[src/rtl/telemetry_pkg.sv]
// Shared constants and state encoding for the position telemetry transmitter.
// Latency: n/a (definitions only).
// Backpressure: n/a (definitions only).
package telemetry_pkg;

  localparam logic [7:0] TLM_HDR       = 8'hA5;
  localparam int         TLM_FRAME_LEN = 9;
  localparam int         TLM_IDX_W     = 4;

  // Index of the checksum byte, the final byte of every frame.
  localparam logic [TLM_IDX_W-1:0] TLM_LAST_IDX = TLM_IDX_W'(TLM_FRAME_LEN - 1);

  typedef enum logic {
    TLM_IDLE = 1'b0,
    TLM_SEND = 1'b1
  } tlm_state_t;

endpackage

[src/rtl/telem_byte_sel.sv]
// Frame byte mux: picks header, sequence, X/Y/Z big-endian bytes or checksum by index.
// Latency: purely combinational.
// Backpressure: none; the caller decides when the selected byte is registered.
// Ports: idx (byte index), seq, snap_x/y/z (16-bit zero-extended snapshot),
//        csum (running checksum), byte_dat (selected byte).
module telem_byte_sel
  import telemetry_pkg::*;
(
  input  logic [TLM_IDX_W-1:0] idx,
  input  logic [7:0]           seq,
  input  logic [15:0]          snap_x,
  input  logic [15:0]          snap_y,
  input  logic [15:0]          snap_z,
  input  logic [7:0]           csum,
  output logic [7:0]           byte_dat
);

  always_comb begin
    byte_dat = 8'h00;
    case (idx)
      4'd0:    byte_dat = TLM_HDR;
      4'd1:    byte_dat = seq;
      4'd2:    byte_dat = snap_x[15:8];
      4'd3:    byte_dat = snap_x[7:0];
      4'd4:    byte_dat = snap_y[15:8];
      4'd5:    byte_dat = snap_y[7:0];
      4'd6:    byte_dat = snap_z[15:8];
      4'd7:    byte_dat = snap_z[7:0];
      4'd8:    byte_dat = csum;
      default: byte_dat = 8'h00;
    endcase
  end

endmodule

[src/rtl/position_telemetry_tx.sv]
// Snapshots X/Y/Z positions on start and sends a 9-byte framed stream with sequence and checksum.
// Latency: start at edge N gives header byte valid after edge N; one byte per cycle when ready.
// Backpressure: tx_ready low holds tx_data/tx_last; start while busy is dropped and flagged by overrun.
// Ports: clk, rst_n (async active-low), pos_x/y/z [W], start, tx_ready in;
//        tx_data [8], tx_valid, tx_last, busy, overrun out (all registered).
module position_telemetry_tx
  import telemetry_pkg::*;
#(
  parameter int W = 16
) (
  input  logic         clk,
  input  logic         rst_n,
  input  logic [W-1:0] pos_x,
  input  logic [W-1:0] pos_y,
  input  logic [W-1:0] pos_z,
  input  logic         start,
  input  logic         tx_ready,
  output logic [7:0]   tx_data,
  output logic         tx_valid,
  output logic         tx_last,
  output logic         busy,
  output logic         overrun
);

  tlm_state_t           state, state_d;
  logic [TLM_IDX_W-1:0] idx, idx_d;
  logic [7:0]           seq, seq_d;
  logic [7:0]           csum, csum_d;
  logic [15:0]          snap_x, snap_y, snap_z;
  logic [15:0]          snap_x_d, snap_y_d, snap_z_d;
  logic [15:0]          ext_x, ext_y, ext_z;
  logic [7:0]           sel_dat;
  logic                 hs;

  // Zero-extend without a replication that would be zero-width at W=16.
  always_comb begin
    ext_x = '0;
    ext_y = '0;
    ext_z = '0;
    ext_x[W-1:0] = pos_x;
    ext_y[W-1:0] = pos_y;
    ext_z[W-1:0] = pos_z;
  end

  assign hs = tx_valid & tx_ready;

  always_comb begin
    state_d  = state;
    idx_d    = idx;
    seq_d    = seq;
    csum_d   = csum;
    snap_x_d = snap_x;
    snap_y_d = snap_y;
    snap_z_d = snap_z;
    case (state)
      TLM_IDLE: begin
        if (start) begin
          state_d  = TLM_SEND;
          idx_d    = '0;
          csum_d   = 8'h00;
          snap_x_d = ext_x;
          snap_y_d = ext_y;
          snap_z_d = ext_z;
        end
      end
      TLM_SEND: begin
        if (hs) begin
          if (idx == TLM_LAST_IDX) begin
            state_d = TLM_IDLE;
            idx_d   = '0;
            seq_d   = seq + 8'd1;
          end else begin
            idx_d = idx + TLM_IDX_W'(1);
            // Header is excluded from the checksum; bytes 1..7 are summed.
            if (idx != '0) begin
              csum_d = csum + tx_data;
            end
          end
        end
      end
      default: state_d = TLM_IDLE;
    endcase
  end

  // The output byte is selected from next-state values so tx_data is a plain
  // register with no path from tx_ready or start.
  telem_byte_sel u_byte_sel (
    .idx      (idx_d),
    .seq      (seq_d),
    .snap_x   (snap_x_d),
    .snap_y   (snap_y_d),
    .snap_z   (snap_z_d),
    .csum     (csum_d),
    .byte_dat (sel_dat)
  );

  always_ff @(posedge clk or negedge rst_n) begin
    if (!rst_n) begin
      state    <= TLM_IDLE;
      idx      <= '0;
      seq      <= 8'h00;
      csum     <= 8'h00;
      snap_x   <= 16'h0000;
      snap_y   <= 16'h0000;
      snap_z   <= 16'h0000;
      tx_data  <= 8'h00;
      tx_valid <= 1'b0;
      tx_last  <= 1'b0;
      busy     <= 1'b0;
      overrun  <= 1'b0;
    end else begin
      state    <= state_d;
      idx      <= idx_d;
      seq      <= seq_d;
      csum     <= csum_d;
      snap_x   <= snap_x_d;
      snap_y   <= snap_y_d;
      snap_z   <= snap_z_d;
      tx_valid <= (state_d == TLM_SEND);
      busy     <= (state_d == TLM_SEND);
      tx_last  <= (state_d == TLM_SEND) && (idx_d == TLM_LAST_IDX);
      tx_data  <= (state_d == TLM_SEND) ? sel_dat : 8'h00;
      // Covers the final-handshake cycle too, since state is still SEND then.
      overrun  <= start & (state == TLM_SEND);
    end
  end

endmodule
[config.mk]
export PLATFORM = sky130hd
export DESIGN_NAME = position_telemetry_tx
export DESIGN_NICKNAME = d
export VERILOG_FILES = /design/src/rtl/telemetry_pkg.sv /design/src/rtl/telem_byte_sel.sv /design/src/rtl/position_telemetry_tx.sv
export SDC_FILE = /design/constraint.sdc
export NUM_CORES = 1
export LEC_CHECK = 0
export CAP_MARGIN = 20
export CORE_MARGIN = 2
export CORE_UTILIZATION = 45
export DETAILED_ROUTE_END_ITERATION = 12
export PLACE_DENSITY = 0.72
export SLEW_MARGIN = 0
export SYNTH_ARGS = -nofsm -noshare
export SYNTH_HDL_FRONTEND = slang
export SYNTH_HIERARCHICAL = 1
export SYNTH_SLANG_ARGS = --single-unit
[constraint.sdc]
create_clock -name clk -period 3.8 [get_ports clk]
set_clock_uncertainty 0.15 [all_clocks]
set_input_delay 0.57 -clock clk [delete_from_list [all_inputs] [get_ports clk]]
set_output_delay 0.57 -clock clk [all_outputs]
set_load 0.02 [all_outputs]
-- After elaboration in Yosys (flattened, before gate mapping)
Index checks and enable logic that the tools add are counted.
- bits in latches: 0
- memory bits (read-only): 0
- bits of input ports: 52
- RAM bits: 0
- memories: 0
- output and inout bits: 12
- register bits after elaboration: 79
- word-level logic and storage cells: 52
- div/mod/pow operators: 0
- shift-type cells: 0
- multiplexer cells: 24
- order comparisons: 0
- bitwise logic cells: 3
- equality and inequality tests: 9
- reductions and logical operators: 3
- $add $sub $neg: 3
- multipliers: 0
- operator list (kind ; number):
    16-bit two-way mux ; 6
    8-bit case mux with 9 select lines ; 1
    8-bit two-way mux ; 8
    4-bit by 3-bit equality test with 1-bit output (second input constant) ; 4
    8-bit case mux with 2 select lines ; 1
    4-bit two-way mux ; 3
    8-bit by 1-bit adder with 8-bit output (second input constant) ; 1
    8-bit adder ; 1
    4-bit by 2-bit equality test with 1-bit output (second input constant) ; 2
    4-bit equality test (second input constant) ; 2
    4-bit case mux with 2 select lines ; 1
    4-bit by 1-bit adder with 4-bit output (second input constant) ; 1
    4-bit by 1-bit equality test with 1-bit output (second input constant) ; 1
    4-bit logical NOT ; 1
    4-bit nonzero test ; 1
    1-bit two-way mux ; 3
    1-bit bitwise AND ; 2
    1-bit case mux with 2 select lines ; 1
    1-bit logical AND ; 1
    1-bit inverter ; 1

-- Logic depth before layout (Yosys ltp)
Gate-level depths: netlist of the first run.
- word-level depth: 7
- mapped depth: 12
- mapped depth without buffers: 12

-- Hierarchy
The synthesis of the first run kept the hierarchy.
- modules (own cells, without submodules) (module ; seq. area each (um^2) ; instances ; cells each ; area an instance (um^2)):
    position_telemetry_tx ; 1976.9 ; 1 ; 363 ; 3413.3
    telem_byte_sel ; 0.0 ; 1 ; 88 ; 710.7

-- Least setup slack after synthesis of the first run
No wires, ideal clock.
- path type: register -> register
- start: register idx[0]
- end: register tx_data[1]
- stages on the path, launching flop included: 11
- library setup time: 0.119 ns
- path buffers: 2
- arrival: 2.618 ns
- period minus slack after synthesis: 2.887 ns
- setup slack: 0.913 ns
- required time: 3.531 ns
- path through: dfrtp_1 inv_1 ha_1 nor2b_2 and4_1 buf_4 o32ai_1 buf_6 mux4_2 a221o_1 and2_1
- longest elaborated chain between the ends: 7
- elaborated cells between the ends (all ways): 28
- classes of those cells: add/sub: 1; eq/ne: 9; mux: 16; reduce/logical: 2
- ends and longest elaborated chain (item ; RTL line ; text):
    from (decl) ; position_telemetry_tx.sv:26 ; logic [TLM_IDX_W-1:0] idx, idx_d;
    from (signal assigned) ; position_telemetry_tx.sv:113 ; idx <= idx_d;
    4-bit by 1-bit adder with 4-bit output / 4-bit equality test (equally long branches) ; position_telemetry_tx.sv:73, position_telemetry_tx.sv:68 ;
    4-bit two-way mux ; position_telemetry_tx.sv:68 ; if (idx == TLM_LAST_IDX) begin
    4-bit two-way mux ; position_telemetry_tx.sv:67 ; if (hs) begin
    4-bit case mux with 2 select lines * ; position_telemetry_tx.sv:55 ; case (state)
    via idx_d[0] ; position_telemetry_tx.sv:26 ;
    4-bit equality test (tied with other cells) ; telem_byte_sel.sv:20 ; case (idx)
    8-bit case mux with 9 select lines * ; telem_byte_sel.sv:20 ;
    via sel_dat[1] ; position_telemetry_tx.sv:32 ; logic [7:0] sel_dat;
    8-bit two-way mux * ; position_telemetry_tx.sv:122 ; tx_data <= (state_d == TLM_SEND) ? sel_dat : 8'h00;
    to (signal assigned) ; position_telemetry_tx.sv:122 ;
    to (decl) ; position_telemetry_tx.sv:18 ; output logic [7:0] tx_data,
The timed path passes the listed nets; every way through them passes the cells marked *.

-- Worst setup path in the final report of the first run
- start: register idx[0]
- end: register tx_data[7]
- elaborated cells between the ends (all ways): 28
- classes of those cells: add/sub: 1; eq/ne: 9; mux: 16; reduce/logical: 2
- RTL lines (item ; RTL line ; text):
    4-bit equality test ; position_telemetry_tx.sv:68 ;
    8-bit two-way mux ; position_telemetry_tx.sv:68 ;
    8-bit two-way mux ; position_telemetry_tx.sv:67 ;
    8-bit two-way mux ; position_telemetry_tx.sv:55 ;
    via seq_d[7] ; position_telemetry_tx.sv:27 ; logic [7:0] seq, seq_d;
    8-bit case mux with 9 select lines ; telem_byte_sel.sv:20 ;
    via sel_dat[7] ; position_telemetry_tx.sv:32 ;
    8-bit two-way mux ; position_telemetry_tx.sv:122 ;
The timed path passes the listed nets, and every way through them passes these cells.

==> summary.txt, run 1 <==
Mean area per synthesized cell = 9.14 um2
Crit Path Class = flip-flop to flip-flop
Register area = 1980 um2
Commonest non-fill, non-tap cell in the layout = nand2_1
DR pass1 iterations = 5
Largest net degree at the start of global routing = 80
Antenna Nets Post-Route = 0
Skew-Pair Late Insertion Delay = 0.35 ns
CTS tree = built
First-pass GRT wire length = 16,100 um
Aggregate routed wire length = 9720 um
CP Launch Type = flip-flop
Number of synthesized flops with an enable pin = 0
Crit-path leading delay family = simple AND/OR/NAND/NOR gates
Clock sinks = 79
Area of the multi-input gates = 1980 um2
Vias = 3,312
Flops & latches, synth = 79
Routed WL per cell = 15.6 um
CTS buffer count = 9
Slowest CP cell = or4_1
Required @ worst endpoint = 3.89 ns
Vert. Die Dim = 99.7 um
Final Critical Period = 3.12 ns
Final core occ = 0.578
CP Max Fanout = 6
Crit path cell chain = inv_1 -> ha_1 -> nor2b_2 -> and4_1 -> nand4_2 -> nor3_2 -> xor2_1 -> nor3b_1 -> o211a_1 -> or4_1 -> and2_1
Final Hold Slack = 0.314 ns
Crit path largest cell delay = 0.49 ns
Starting Density = 0.468
Crit path buffers/inverters = 1
Cell Rows = 34
Core area = 8810 um2
Endpoints failing setup = 0
Pleak = 2.42 nW
Syn Inst Count = 451
Die area = 9950 um2
Status = complete, no violations
Power Dens Cells = 791 nW/um2
Tcrit/Tclk final = 0.821
Via density = 5.32
GRT Resource Usage Total = 0.205
Syn nets = 514
Post-synth ARST share = 1.00
Critical path endpoint category = flip-flop
Total of max-cap violations = 0
# port buffers = 63
Vias in the first global route = 3,287
Slew @ Worst Pin = 0.672 ns
DP HPWL = 6970 um
Max_slew headroom = 0.551
Num ports = 64
Die Width = 99.7 um
Max Clock Freq = 0.321 GHz
GPL Wtd Cong = 0.782
Commonest non-fill, non-tap cells in the layout = 171 x nand2_1, 79 x dfrtp_1, 62 x clkdlybuf4s50_1, 12 x mux2i_1
Final hold violation count = 0
Clock transition at path regs = 0.08 ns
VDD IR max = 309 uV
Area grow syn2layout = 23.5%
H-Tree Depth = 3
Synth unique cells = 58
Cell Area, Synth = 4120 um2
Register area share after synthesis = 0.479
CP arrival = 3.21 ns
Hold Path Class = flip-flop to flip-flop
Ys Warns = 6
Layout cells sized above 1 = 0.0757
Total negative slack = 0 ns
Nets = 573
RSZ-0062 raised after global routing = false
Max clock buf depth = 2
Max Slew Vio Count = 0
DR iter-0 viols = 255
Most used DFF post-synth = dfrtp_1
Antenna violations before repair = 0
# fillers = 798
Root buffer cell = clkbuf_8
Ant diodes = 0
GRT Residual Overflow = 0
DRC = 0
==> kinds of logic after synthesis <==
group,count (synthesis),share of synthesized area
flops,79,0.479
compound gates,46,0.0774
simple gates,251,0.286
mux,17,0.0510
buf+inv,35,0.0452
fa+ha+maj,11,0.0352
xor+xnor,12,0.0255
==> report_power, final <==
group	switching, mW	leakage (nW)	internal (mW)
Clock	0.305	0.0916	0.320
Sequential	0.166	0.996	1.19
Combinational	1.15	1.33	0.899
Total	1.62	2.42	2.41
==> layer usage <==
layer,vias up,routed length [um],GRT usage
met5,-,0,0
met4,0,201,0.0748
met3,19,426,0.0295
met2,105,4470,0.316
met1,1555,4620,0.297
li1,1633,-,-
==> stage by stage <==
step	cells	cell area [um2]	power, mW	setup WS [ns]
global placement	604	4840	3.31	0.383
global route	623	5090	4.34	0.504
detailed placement	604	4840	3.36	0.367
CTS	620	5040	4.00	0.661
finish	623	5090	4.03	0.681
floorplan	451	4120	2.82	0.913
==> area by class of cell <==
cell class              count  area share
multi-input cells         337       0.389
inverters                   9     0.00663
clock buffers              11      0.0278
repair buffers             74       0.150
well taps                 108      0.0265
flip-flops and latches     79       0.388
clock inverters             5      0.0113
==> Yosys cell counts, types with 4 or more instances <==
| master | instances | area, um2 |
|---|---|---|
| buf_2 | 8 | 40.0 |
| and2_1 | 9 | 56.3 |
| a21oi_1 | 7 | 35.0 |
| xor2_1 | 4 | 35.0 |
| nand3_1 | 11 | 55.1 |
| nand2_1 | 171 | 642 |
| dfrtp_1 | 79 | 1980 |
| o21ai_0 | 12 | 60.1 |
| xnor2_1 | 8 | 70.1 |
| buf_4 | 4 | 30.0 |
| nand3b_1 | 10 | 75.1 |
| nor2_1 | 5 | 18.8 |
| nand2b_1 | 6 | 37.5 |
| mux2i_1 | 12 | 120 |
| ha_1 | 10 | 125 |
| inv_1 | 9 | 33.8 |
| nor3b_1 | 4 | 30.0 |
| buf_6 | 4 | 45.0 |
| clkbuf_1 | 8 | 30.0 |
==> what timing repair did <==
action                    CTS  global route
hold buffers                0             1
resized for setup           0             0
setup buffers               0             0
hold endpoints to repair    0             3
==> worst reg2reg max path: cells and delay by family, from the launching register on <==
family | cells | cell delay [ns]
xor+xnor | 1 | 0.10
buf+inv | 1 | 0.12
compound gates | 1 | 0.23
flops | 1 | 0.44
fa+ha+maj | 1 | 0.16
simple gates | 7 | 1.82
==> flip-flops by register name (all words and copies together) (netlist names) <==
name and cells:
csum 8, idx 4, overrun 1, seq 8, snap_x 16, snap_y 16, snap_z 16, state 1
tx_data 8, tx_last 1
==> final timing paths <==
check                       start    endpoint  slack, ns  cells after the start
min in group asynchronous   rst_n   snap_y[0]       0.42                      2
max                        idx[0]  tx_data[7]       0.68                     11
min reg2reg                seq[7]      seq[7]       0.31                      1
min                        seq[7]      seq[7]       0.31                      1
max in group asynchronous   rst_n  tx_data[3]       2.49                      3
max reg2reg                idx[0]  tx_data[7]       0.68                     11
Power figures use the tool's default switching activity.
==> run 2, diff against run 1 <==
PLACE_DENSITY = 0.74   (was 0.72)
clock period = 2.7 ns   (was 3.8 ns; I/O delays follow)
==> summary.txt, run 2 (same netlist as run 1, synthesis figures left out) <==
Status = complete, no violations (unchanged)
Cell Rows = 34 (unchanged)
Int Pwr = 4.03 mW (was 2.41 mW)
Area of the multi-input gates = 2180 um2 (was 1980 um2)
Ant diodes = 0 (unchanged)
Skew-Pair Late Insertion Delay = 0.35 ns (about the same)
Cell Area, Placed = 5300 um2 (was 4840 um2)
Final hold violation count = 0 (unchanged)
Vert. Die Dim = 99.7 um (unchanged)
GRT Resource Usage Total = 0.231 (was 0.205)
Antenna Nets Post-Route = 0 (unchanged)
Switch Pwr = 2.61 mW (was 1.62 mW)
VDD IR max = 496 uV (was 309 uV)
Slew @ Worst Pin = 0.623 ns (was 0.672 ns)
Power Dens Cells = 1160 nW/um2 (was 791 nW/um2)
Crit Path Class = flip-flop to flip-flop (unchanged)
Antenna violations before repair = 0 (unchanged)
GRT Residual Overflow = 0 (unchanged)
Die Width = 99.7 um (unchanged)
DR pass1 iterations = 4 (was 5)
DRC = 0 (unchanged)
GPL Wtd Cong = 0.862 (was 0.782)
Hold Path Class = flip-flop to flip-flop (unchanged)
Critical path endpoint category = flip-flop (unchanged)
CTS tree = built (unchanged)
M1 GR Usage = 0.298 (was 0.297)
Flop pwr share = 0.291 (was 0.337)
Pleak = 2.75 nW (was 2.42 nW)
Required @ worst endpoint = 2.79 ns (was 3.89 ns)
DR iter-0 viols = 209 (was 255)
Num ports = 64 (unchanged)
Endpoints failing setup = 0 (unchanged)
CP arrival = 2.76 ns (was 3.21 ns)
Tcrit/Tclk final = 0.989 (was 0.821)
Layout cells sized above 1 = 0.217 (was 0.0757)
Final Critical Period = 2.67 ns (was 3.12 ns)
Max Clock Freq = 0.374 GHz (was 0.321 GHz)
Root buffer cell = clkbuf_8 (unchanged)
Largest net degree at the start of global routing = 47 (was 80)
Commonest non-fill, non-tap cells in the layout = 169 x nand2_1, 78 x dfrtp_1, 64 x buf_4, 62 x clkdlybuf4s50_1, 12 x mux2i_1 (was 171 x nand2_1, 79 x dfrtp_1, 62 x clkdlybuf4s50_1, 12 x mux2i_1)
RSZ-0062 raised after global routing = true (was false)
Biggest regs = snap_x x16, snap_y x16, snap_z x16 (unchanged)
DP HPWL = 8070 um (was 6970 um)
Clock sinks = 79 (unchanged)
H-Tree Depth = 3 (unchanged)
Max Slew Vio Count = 0 (unchanged)
Clock transition at path regs = 0.08 ns (about the same)
Max_slew headroom = 0.584 (was 0.551)
Die area = 9950 um2 (unchanged)
# fillers = 723 (was 798)
Starting Density = 0.468 (unchanged)
Gate power share = 0.577 (was 0.508)
Vias in the first global route = 3,640 (was 3,287)
Total of max-cap violations = 0 (unchanged)
CP Max Fanout = 4 (was 6)
Global routing's busiest layer = met2 (unchanged)
Vias = 3,600 (was 3,312)
First-pass GRT wire length = 17,800 um (was 16,100 um)
Register area = 1980 um2 (about the same)
Max clock buf depth = 2 (unchanged)
Final Hold Slack = 0.328 ns (was 0.314 ns)
Area grow syn2layout = 38.9% (was 23.5%)
Placed cell count = 659 (was 604)
CTS buffer count = 9 (unchanged)
Via density = 5.27 (was 5.32)
Aggregate routed wire length = 11,000 um (was 9720 um)
Non-Filler Instances = 683 (was 623)
Clock power frac = 0.132 (was 0.155)
Met2 usage = 0.392 (was 0.316)
Routed WL per cell = 16.1 um (was 15.6 um)
Nets = 633 (was 573)
# port buffers = 63 (unchanged)
Final core occ = 0.650 (was 0.578)
Core area = 8810 um2 (unchanged)
Pwr Total = 6.64 mW (was 4.03 mW)
Met3 Track Usage GR = 0.0351 (was 0.0295)
Net Sw Frac = 0.393 (was 0.401)
Commonest non-fill, non-tap cell in the layout = nand2_1 (unchanged)
Post-route cell area = 5730 um2 (was 5090 um2)
CP Launch Type = flip-flop (unchanged)
[run 2: changes by cell type in the layout (fill, tap and decap cells not counted), sizes merged]
cell / before / now
buf: 11 / 70
clkbuf: 11 / 10
clkinvlp: 3 / 2
o32ai: 2 / 3
clkinv: 1 / 3
[run 2: timing repair]
| item | 4_1_cts | 5_1_grt |
|---|---|---|
| gates resized for setup | 7 | 26 |
| hold endpoints to repair | 44 | 0 |
| gates cloned | 1 | 0 |
| pin swaps | 3 | 7 |
| hold buffers | 1 | 0 |
| setup endpoints to repair | 7 | 8 |
| setup buffers | 2 | 4 |
[run 2: cell type report]
cell class / instances / share of cell area
multi-input cells: 338 / 0.380
clock inverters: 6 / 0.0105
inverters: 9 / 0.00590
repair buffers: 133 / 0.210
flip-flops and latches: 79 / 0.345
well taps: 108 / 0.0236
clock buffers: 10 / 0.0240
[run 2: per-layer routing]
layer,up-vias,routed length [um]
li1,1760,-
met1,1732,4890
met2,92,5500
met3,16,409
met4,0,199
met5,-,0
[run 2: power by group through the flow]
stage	sequential [mW]	clock (mW)	combinational [mW]
final	1.93	0.877	3.83
after global routing	1.98	0.945	4.17
after CTS	1.91	0.899	3.57
after detailed placement	1.92	0	3.45
after global placement	1.90	0	3.34
after floorplan	1.93	0	2.09
[run 2: metrics by stage]
step | worst slack [ns] | TNS [ns]
after floorplan | 0.00538 | 0
after global placement | -0.310 | -2.07
after detailed placement | -0.354 | -2.25
after CTS | 0.00110 | 0
after global routing | -0.0624 | -0.159
final | 0.0285 | 0
[run 2: path summary, 6_finish.rpt]
path / from / to / slack, ns / cells past startpoint
hold reg to reg: snap_z[3] / snap_z[3] / 0.33 / 2
hold / removal: snap_z[3] / snap_z[3] / 0.33 / 2
setup reg to reg: idx[0] / tx_data[7] / 0.03 / 11
max in group asynchronous: rst_n / snap_y[12] / 1.34 / 3
setup / recovery: idx[0] / tx_data[7] / 0.03 / 11
min in group asynchronous: rst_n / snap_z[8] / 0.45 / 2
[run 2: critical path, cell delays in order, from the launching register on]
cell and delay, ns:
dfrtp_1 0.40, inv_2 0.09, ha_4 0.13, nor2b_4 0.14
and4_4 0.28, nand4_4 0.11, nor3_2 0.14, xor2_1 0.11
nor3b_1 0.15, o211a_1 0.21, or4_1 0.50, and2_1 0.15
==> run 3, diff against run 2 <==
CAP_MARGIN = 30   (was 20)
PLACE_DENSITY = 0.72   (was 0.74)
clock period = 2.5 ns   (was 2.7 ns; I/O delays follow)
==> summary.txt, run 3 (same netlist as run 1, synthesis figures left out) <==
Critical path endpoint category = flip-flop (unchanged)
Status = finished, violations left (was complete, no violations)
Clock sinks = 79 (unchanged)
Flop pwr share = 0.269 (was 0.291)
Metal3 WL = 555 um (was 409 um)
CP Max Fanout = 3 (was 4)
Setup ws final = -0.191 ns (was 0.0285 ns)
Antenna Nets Post-Route = 0 (unchanged)
First-pass GRT wire length = 18,100 um (was 17,800 um)
Crit path launch = idx[0] (unchanged)
Die area = 9950 um2 (unchanged)
Power Dens Cells = 1280 nW/um2 (was 1160 nW/um2)
Clock power frac = 0.122 (was 0.132)
DRC = 0 (unchanged)
R2r setup slk = -0.19 ns (was 0.03 ns)
Nets = 658 (was 633)
Largest net degree at the start of global routing = 43 (was 47)
Endpoints failing setup = 6 (was 0)
CP Launch Type = flip-flop (unchanged)
Clock transition at path regs = 0.07 ns (was 0.08 ns)
Max_slew headroom = 0.623 (was 0.584)
Gate power share = 0.609 (was 0.577)
GRT Residual Overflow = 0 (unchanged)
Failing checks = setup timing
DR pass1 iterations = 5 (was 4)
Skew-Pair Late Insertion Delay = 0.35 ns (about the same)
Vert. Die Dim = 99.7 um (unchanged)
Aggregate routed wire length = 11,500 um (was 11,000 um)
Critical register-to-register path startpoint = idx[0] (unchanged)
Cell Rows = 34 (unchanged)
H-Tree Depth = 3 (unchanged)
Vias = 3,739 (was 3,600)
Non-Filler Instances = 707 (was 683)
Layout cells sized above 1 = 0.274 (was 0.217)
Final Critical Period = 2.69 ns (was 2.67 ns)
Via density = 5.29 (was 5.27)
Vias in the first global route = 3,752 (was 3,640)
DR top layer = met4 (unchanged)
Commonest non-fill, non-tap cell in the layout = nand2_1 (unchanged)
CP arrival = 2.77 ns (was 2.76 ns)
Core area = 8810 um2 (unchanged)
GRT Resource Usage Total = 0.233 (was 0.231)
Max clock buf depth = 2 (unchanged)
Ant diodes = 0 (unchanged)
Antenna violations before repair = 0 (unchanged)
Final core occ = 0.683 (was 0.650)
Root buffer cell = clkbuf_8 (unchanged)
Placed cell count = 674 (was 659)
CTS buffer count = 9 (unchanged)
Switch Pwr = 2.96 mW (was 2.61 mW)
Routed WL per cell = 16.3 um (was 16.1 um)
GPL Wtd Cong = 0.906 (was 0.862)
Required @ worst endpoint = 2.58 ns (was 2.79 ns)
Hold Path Class = flip-flop to flip-flop (unchanged)
Area grow syn2layout = 45.9% (was 38.9%)
Met1 wire length = 4870 um (was 4890 um)
DP HPWL = 8200 um (was 8070 um)
Crit Path Class = flip-flop to flip-flop (unchanged)
Num ports = 64 (unchanged)
Starting Density = 0.468 (unchanged)
Met2 WL = 5770 um (was 5500 um)
Final Hold Slack = 0.319 ns (was 0.328 ns)
Slew @ Worst Pin = 0.565 ns (was 0.623 ns)
VDD IR max = 584 uV (was 496 uV)
Die Width = 99.7 um (unchanged)
Hold path startpoint = csum[7] (was snap_z[3])
# port buffers = 63 (unchanged)
Commonest non-fill, non-tap cells in the layout = 167 x nand2_1, 81 x buf_4, 76 x dfrtp_1, 60 x clkdlybuf4s50_1 (was 169 x nand2_1, 78 x dfrtp_1, 64 x buf_4, 62 x clkdlybuf4s50_1, 12 x mux2i_1)
RSZ-0062 raised after global routing = true (unchanged)
Max Clock Freq = 0.372 GHz (was 0.374 GHz)
Max Slew Vio Count = 0 (unchanged)
Pwr Total = 7.72 mW (was 6.64 mW)
Pleak = 2.91 nW (was 2.75 nW)
Net Sw Frac = 0.383 (was 0.393)
Biggest regs = snap_x x16, snap_y x16, snap_z x16 (unchanged)
Final hold violation count = 0 (unchanged)
Total of max-cap violations = 0 (unchanged)
Int Pwr = 4.76 mW (was 4.03 mW)
Tcrit/Tclk final = 1.08 (was 0.989)
DR iter-0 viols = 243 (was 209)
CTS tree = built (unchanged)
-- run 3: final timing paths --
| check | endpoint | depth (start not counted) |
|---|---|---|
| max | tx_data[7] | 11 |
| min | csum[7] | 1 |
| max reg2reg | tx_data[7] | 11 |
| min reg2reg | csum[7] | 1 |
| max in group asynchronous | snap_z[10] | 3 |
| min in group asynchronous | snap_z[15] | 2 |
-- run 3: metal layers --
metal,vias up,track usage
met5,-,0
met4,0,0.0896
met3,32,0.0478
met2,111,0.400
met1,1792,0.291
li1,1804,-
-- run 3: worst max-delay path: stages, from the launching register on --
cell	delay [ns]
dfrtp_1	0.40
inv_2	0.08
ha_4	0.13
nor2b_4	0.14
and4_4	0.27
nand4_4	0.09
nor3_2	0.14
xor2_1	0.11
nor3b_1	0.16
o211a_1	0.22
or4_1	0.53
and2_1	0.16
-- run 3: power by group through the flow --
stage,clock network (mW),registers [mW],logic [mW]
after floorplan,0,2.09,2.29
after global placement,0,2.06,3.77
after detailed placement,0,2.09,3.88
after CTS,0.968,2.08,4.20
after global routing,1.03,2.13,5.05
final,0.940,2.08,4.71
-- run 3: repair_timing --
action / 4_1_cts / 5_1_grt
endpoints found under the hold margin: 41 / 0
endpoints found under the setup margin: 8 / 8
pin swaps: 17 / 18
hold buffers: 1 / 0
gates resized for setup: 34 / 27
setup buffers: 9 / 10
cloned: 0 / 1
-- run 3: layout make-up --
cell class	count	area (um2)
clock buffers	11	151
well taps	108	135
clock inverters	4	45.0
multi-input cells	337	2210
repair buffers	159	1460
inverters	9	33.8
fillers	656	2790
flip-flops and latches	79	1980
-- run 3: through the flow --
step | TNS, ns | cell area (um2) | setup WS [ns]
6_report | -0.612 | 6020 | -0.191
5_1_grt | -1.28 | 6020 | -0.266
4_1_cts | -0.304 | 5830 | -0.118
3_5_place_dp | -3.95 | 5430 | -0.551
3_3_place_gp | -3.44 | 5430 | -0.487
2_1_floorplan | -0.316 | 4190 | -0.117
